File: src/rtl/arb_rr_pick.sv
`default_nettype none
// +--------------------------------------------------------------------------+
// | Module      : arb_rr_pick                                                |
// | Description : Combinational round-robin picker. Scans the request        |
// |               vector starting one position after the last grant and      |
// |               wrapping modulo N; the first asserted request wins.        |
// |               Passing last = N-1 turns it into lowest-index-first        |
// |               priority.                                                  |
// | Revision    : 1.0 - initial release                                      |
// +--------------------------------------------------------------------------+
// | Parameters  : N     number of requesters                                 |
// |               IW    index width                                          |
// | Ports       : req   in  [N-1:0]  request vector                          |
// |               last  in  [IW-1:0] index of the previous grant             |
// |               grant out [N-1:0]  one-hot winner (all zero if no request) |
// |               idx   out [IW-1:0] binary winner index (0 if no request)   |
// +--------------------------------------------------------------------------+
module arb_rr_pick #(
    parameter int N  = 2,
    parameter int IW = (N > 1) ? $clog2(N) : 1
) (
    input  logic [N-1:0]  req,
    input  logic [IW-1:0] last,
    output logic [N-1:0]  grant,
    output logic [IW-1:0] idx
);

    logic w_found;

    always_comb begin
        grant   = '0;
        idx     = '0;
        w_found = 1'b0;
        // Offsets 1..N visit every index exactly once, ending on 'last'
        // itself, so a lone requester that just won can win again.
        for (int k = 1; k <= N; k++) begin
            automatic logic [IW-1:0] j = IW'((int'(last) + k) % N);
            if (req[j] && !w_found) begin
                w_found  = 1'b1;
                grant[j] = 1'b1;
                idx      = j;
            end
        end
    end

endmodule
`default_nettype wire

File: src/rtl/mi_arb.sv
`default_nettype none
// +--------------------------------------------------------------------------+
// | Module      : mi_arb                                                     |
// | Description : Arbitrates the single mi_* memory-interface port of the    |
// |               PSRAM QPI controller between N requesters (clk_1x domain). |
// |               One requester is selected in IDLE, its command is passed   |
// |               through in CMD, and the grant is held in DATA until the    |
// |               burst's last beat (wlast/rlast) of the accepted direction. |
// | Revision    : 1.0 - initial release                                      |
// +--------------------------------------------------------------------------+
// | Build macro : MI_ARB_FIXED_PRIO_EN - when defined, lowest index always   |
// |               wins (no round-robin state; requester 0 can starve others).|
// | Parameters  : N (2..8) requesters, AW address width, LW length width     |
// | Ports       : clk, rst          clock, async active-high reset           |
// |               us_addr/len/rw/valid/wdata  in  flattened, per requester   |
// |               us_ready/wack/wlast/rstb/rlast out  per requester          |
// |               us_rdata          out read data broadcast to all           |
// |               mi_addr/len/rw/valid/wdata  out to controller              |
// |               mi_ready/wack/wlast/rdata/rstb/rlast in from controller    |
// +--------------------------------------------------------------------------+
module mi_arb #(
    parameter int N  = 2,
    parameter int AW = 32,
    parameter int LW = 7
) (
    input  logic            clk,
    input  logic            rst,
    input  logic [N*AW-1:0] us_addr,
    input  logic [N*LW-1:0] us_len,
    input  logic [N-1:0]    us_rw,
    input  logic [N-1:0]    us_valid,
    output logic [N-1:0]    us_ready,
    input  logic [N*32-1:0] us_wdata,
    output logic [N-1:0]    us_wack,
    output logic [N-1:0]    us_wlast,
    output logic [31:0]     us_rdata,
    output logic [N-1:0]    us_rstb,
    output logic [N-1:0]    us_rlast,
    output logic [AW-1:0]   mi_addr,
    output logic [LW-1:0]   mi_len,
    output logic            mi_rw,
    output logic            mi_valid,
    input  logic            mi_ready,
    output logic [31:0]     mi_wdata,
    input  logic            mi_wack,
    input  logic            mi_wlast,
    input  logic [31:0]     mi_rdata,
    input  logic            mi_rstb,
    input  logic            mi_rlast
);

    localparam int IW = (N > 1) ? $clog2(N) : 1;

    localparam logic [1:0] c_IDLE = 2'd0;
    localparam logic [1:0] c_CMD  = 2'd1;
    localparam logic [1:0] c_DATA = 2'd2;

    logic [1:0]    r_state;
    logic [1:0]    w_state_nxt;
    logic [IW-1:0] r_sel;
    logic          r_dir;        // 1 = read burst in progress
    logic [IW-1:0] w_last;
    logic [N-1:0]  w_win_oh;
    logic [IW-1:0] w_win_idx;
    logic [N-1:0]  w_sel_oh;
    logic          w_any;
    logic          w_sel_valid;
    logic          w_in_cmd;
    logic          w_in_data;
    logic          w_done;

`ifdef MI_ARB_FIXED_PRIO_EN
    // Scanning from N-1+1 = 0 every time gives lowest-index-first priority.
    assign w_last = IW'(N - 1);
`else
    logic [IW-1:0] r_rr_last;
    assign w_last = r_rr_last;
`endif

    arb_rr_pick #(
        .N  (N),
        .IW (IW)
    ) u_pick (
        .req   (us_valid),
        .last  (w_last),
        .grant (w_win_oh),
        .idx   (w_win_idx)
    );

    assign w_any       = |w_win_oh;
    assign w_sel_oh    = N'(1) << r_sel;
    assign w_sel_valid = us_valid[r_sel];
    assign w_in_cmd    = (r_state == c_CMD);
    assign w_in_data   = (r_state == c_DATA);

    // Command path: plain muxes of the selected requester.
    assign mi_addr  = us_addr[int'(r_sel)*AW +: AW];
    assign mi_len   = us_len[int'(r_sel)*LW +: LW];
    assign mi_rw    = us_rw[r_sel];
    assign mi_wdata = us_wdata[int'(r_sel)*32 +: 32];
    assign mi_valid = w_in_cmd && w_sel_valid;

    // Strobes reach only the selected requester, and only in the state
    // where they are meaningful; anything the controller drives elsewhere
    // is dropped.
    assign us_ready = {N{w_in_cmd  & mi_ready}} & w_sel_oh;
    assign us_wack  = {N{w_in_data & mi_wack}}  & w_sel_oh;
    assign us_wlast = {N{w_in_data & mi_wlast}} & w_sel_oh;
    assign us_rstb  = {N{w_in_data & mi_rstb}}  & w_sel_oh;
    assign us_rlast = {N{w_in_data & mi_rlast}} & w_sel_oh;
    assign us_rdata = mi_rdata;

    // Completion is decided purely by the last flag of the accepted
    // direction; the beat count is the controller's business.
    assign w_done = w_in_data &&
                    (r_dir ? (mi_rstb && mi_rlast) : (mi_wack && mi_wlast));

    always_ff @(posedge clk or posedge rst) begin
        if (rst) begin
            r_state <= c_IDLE;
        end else begin
            r_state <= w_state_nxt;
        end
    end

    always_comb begin
        w_state_nxt = r_state;
        case (r_state)
            c_IDLE: begin
                if (w_any) begin
                    w_state_nxt = c_CMD;
                end
            end
            c_CMD: begin
                // A requester dropping valid before acceptance abandons
                // the grant without issuing anything.
                if (!w_sel_valid) begin
                    w_state_nxt = c_IDLE;
                end else if (mi_ready) begin
                    w_state_nxt = c_DATA;
                end
            end
            c_DATA: begin
                if (w_done) begin
                    w_state_nxt = c_IDLE;
                end
            end
            default: begin
                w_state_nxt = c_IDLE;
            end
        endcase
    end

    always_ff @(posedge clk or posedge rst) begin
        if (rst) begin
            r_sel <= '0;
            r_dir <= 1'b0;
        end else begin
            if ((r_state == c_IDLE) && w_any) begin
                r_sel <= w_win_idx;
            end
            if (mi_valid && mi_ready) begin
                r_dir <= mi_rw;
            end
        end
    end

`ifndef MI_ARB_FIXED_PRIO_EN
    // Reset to N-1 so that requester 0 is first in line after reset.
    always_ff @(posedge clk or posedge rst) begin
        if (rst) begin
            r_rr_last <= IW'(N - 1);
        end else if ((r_state == c_IDLE) && w_any) begin
            r_rr_last <= w_win_idx;
        end
    end
`endif

endmodule
`default_nettype wire

File: config.mk
export PLATFORM = sky130hd
export DESIGN_NAME = mi_arb
export DESIGN_NICKNAME = d
export VERILOG_FILES = /design/src/rtl/arb_rr_pick.sv /design/src/rtl/mi_arb.sv
export SDC_FILE = /design/constraint.sdc
export NUM_CORES = 1
export LEC_CHECK = 0
export ABC_AREA = 0
export CAP_MARGIN = 20
export CORE_AREA = 4 4 113 115
export DETAILED_ROUTE_END_ITERATION = 8
export DIE_AREA = 0 0 117 119
export PLACE_DENSITY = 0.69
export REMOVE_ABC_BUFFERS = 1
export SLEW_MARGIN = 10
export SYNTH_ARGS = -nofsm -noshare
export SYNTH_HDL_FRONTEND = slang
export SYNTH_SLANG_ARGS = --single-unit
File: constraint.sdc
create_clock -name clk -period 1.8 [get_ports clk]
set_clock_uncertainty 0.15 [all_clocks]
set_input_delay 0.18 -clock clk [delete_from_list [all_inputs] [get_ports clk]]
set_output_delay 0.18 -clock clk [all_outputs]
set_load 0.02 [all_outputs]
==> results.txt <==
The run finished, with violations left. The final reports fail on negative setup slack. Tracing the worst setup path back leads to its startpoint at r_sel. Area occupied by multi-input gates: 1040 um2.

The path class of the tightest hold or removal check is in2async. Together, buffers and inverters on the worst path number 4. The number of remaining DRC errors came out at 0.

In the global route stage, overall resource usage came out at 14.1%. Once detailed placement completed, the half-perimeter wirelength came to 8640 um. Later-pin clock latency in the skew report: 0.23 ns.

The run gives 1 as the number of levels in the clock H-tree. During I/O placement, the number of pins put on the boundary was 300. For this design the ratio of total power to cell area is 1250 nW/um2. Number of synthesized register bits: 5. Most frequent cell on the critical path: buf_6. Summed over all failing endpoints, the final setup total negative slack is -3.05 ns. In this run the tool buffered the top-level ports with 235 buffer cells.

The worst pin sits at a relative slew slack of 82.7%. The number of hold violations in the final report is 0. For this run, the register share of the synthesized area comes to 8.74%.

The number of pins with negative max-slew slack in the final report was 0. The run gives 13900 um2 as the floorplan die area. The sequential standard cell area came out at 130 um2. The total via count after detailed routing was 2136. Entering global routing, the biggest net connects 23 pins.

On the worst path, the slowest cell contributes a delay of 0.53 ns. TritonCTS built the clock tree. Post-synthesis average cell area: 9.70 um2. The worst setup path is launched from a register. Once detail routing completed, the nets flagged for antenna violations numbered 0.

Summed over all layers, the routed wires come to 10900 um. Count of maximum capacitance violations: 0. The clock net in this run drives a total of 5 sinks.

The via count of the first global-routing pass is 2459. Setup repair after global routing could not meet its margin everywhere. The tools report the worst-case setup margin in the final layout as -0.130 ns. The first-pass iteration count of the detailed router is 4.

The floorplan die width was 117 um. The congestion estimate from routability-driven global placement came to 0.774. Measured on the finished design, the core utilization comes to 35.0%. The kind of cell adding the most delay to the critical path was buffers and inverters. Cell area after synthesis: 1450 um2. The core region is 11800 um2. Data arrives at the worst endpoint at 1.60 ns. The initial standard-cell utilization of the core is 12.2%. The run gives 1197 as the fill cell total of the finished layout. 0 antenna diodes ended up in the layout. For the worst setup path, the data required time is 1.47 ns. Of the cells placed in the final design, the portion with a size suffix greater than 1 is 52.0%. The register clock-pin slew on the reported worst setup and hold paths is 0.03 ns. The average wire length per cell after detail routing works out to 20.7 um. The finished layout holds 526 standard cells, fillers aside.

Clock root buffer: clkbuf_16. The run gives 518 MHz as the maximum frequency from static timing analysis. The critical path goes through buf_12 -> buf_16 -> buf_6 -> mux2_4 -> buf_6. Row generation in the floorplan step produced 40 rows.

For the number of different library cells in the post-synthesis netlist, the log shows 22. Relative to the synthesized area, the layout overhead comes to 186%. Including well taps, the total number of placed cells is 498. The final-stage net count came out at 565. In the finished design, the share of the clock period the worst path needs comes to 107%. The tools report the worst reg2reg path startpoint as r_sel.

Yosys printed 0 warnings. Setup violations remaining at the end of the flow were counted as 48. The worst setup path is of the reg2out kind. From bottom edge to top edge, the die measures 119 um. The global-route wire length before repair is 14400 um, and the via-per-instance ratio is 4.06. The number of buffers on the longest clock path was 2; the largest fanout on the critical path was 6. The initial antenna violation count is 0. After technology mapping, the gate count stands at 149.

In this run, the number of DRC markers left after iteration 0 of detailed routing was 74. Slowest cell on the critical path: dfrtp_4. The run gives 1.79 nW as the reported leakage power. The total overflow left after global routing is 0. The endpoint class of the critical path was an output pin.

The worst IR drop on VDD came out at 0.000490 V. The minimum clock period after layout is 1.93 ns, and the number of buffers created by CTS is 3. The slew at the pin closest to its max-slew limit came out at 0.258 ns. After clock tree synthesis, the flow added hold-fix buffers numbering 0.
layout make-up:
class                           instances  share of cell area, %
Timing Repair Buffer                  267                   65.0
Inverter                                2                  0.182
Tap cell                              147                   4.45
Clock buffer                            4                   1.91
Multi-Input combinational cell        101                   25.3
Sequential cell                         5                   3.15
path summary, 6_finish.rpt:
path                                to  slack [ns]  cells past startpoint
setup / recovery           mi_addr[10]       -0.13                      5
min in group clk           us_rdata[1]        0.21                      0
hold / removal                   r_sel       0.009                      2
hold reg to reg              r_rr_last        0.39                      1
max in group asynchronous    r_rr_last        1.25                      2
setup reg to reg                 r_dir        0.06                      6
cell usage in the layout (no fill, tap or decap), drive strengths merged, types with 2 or more instances in the layout:
master / instances
clkdlybuf4s50: 152
buf: 113
mux2: 73
and3: 8
nor2: 6
clkbuf: 6
dfrtp: 4
nand2: 3
inv: 2
state kept, by name (all words and copies together), names as in the netlist:
| register | flops |
|---|---|
| r_state | 2 |
| r_dir | 1 |
| r_rr_last | 1 |
| r_sel | 1 |
timing repair:
| action | 4_1_cts | 5_1_grt |
|---|---|---|
| cloned | 5 | 2 |
| setup endpoints to repair | 83 | 84 |
| setup buffers | 14 | 5 |
| resized for setup | 427 | 34 |
| pin swaps | 0 | 1 |
where the power goes:
part	leakage (nW)	switching (mW)	total, mW	internal [mW]
clock network	0.0382	0.0711	0.365	0.293
registers	0.0584	0.0764	0.263	0.187
logic	1.69	1.90	4.53	2.63
metal layers:
metal,vias to the layer above,GRT usage (%),wire [um]
met2,206,21.7,4610
met3,4,8.84,1810
met5,-,4.71,83
met1,955,17.1,4380
li1,969,-,-
met4,2,1.08,29
cell usage after synthesis:
library cell | n | area (um2)
mux2_2 | 72 | 811
buf_4 | 32 | 240
and3_1 | 8 | 50.1
nor2_1 | 6 | 22.5
buf_2 | 5 | 25.0
buf_6 | 4 | 45.0
dfrtp_1 | 4 | 100
nand2_1 | 3 | 11.3
inv_1 | 2 | 7.51
a21oi_1 | 1 | 5.00
a31oi_1 | 1 | 6.26
a32o_1 | 1 | 10.0
dfstp_2 | 1 | 26.3
mux2_4 | 1 | 15.0
mux2i_4 | 1 | 22.5
nand3_1 | 1 | 5.00
nand3b_1 | 1 | 7.51
nor2b_1 | 1 | 6.26
nor3b_1 | 1 | 7.51
o211ai_1 | 1 | 7.51
o21ai_0 | 1 | 5.00
o22a_1 | 1 | 8.76
through the flow:
step / hold WS (ns) / cell area (um2) / power, mW / setup slack [ns]
after floorplan: -0.192 / 1130 / 2.13 / -1.19
after global placement: 0.210 / 3760 / 3.81 / -0.185
after detailed placement: 0.210 / 3760 / 3.84 / -0.211
after CTS: 0.0239 / 4050 / 5.01 / -0.170
after global routing: 0.0413 / 4130 / 5.46 / -0.176
final: 0.00928 / 4130 / 5.16 / -0.130
kinds of logic after synthesis:
logic type | count (synthesis) | share of synthesized area, %
mux | 74 | 58.7
buf+inv | 43 | 22.0
simple gates | 21 | 7.62
compound gates | 6 | 2.94
flops | 5 | 8.75
(Power assumes the default switching activity.)
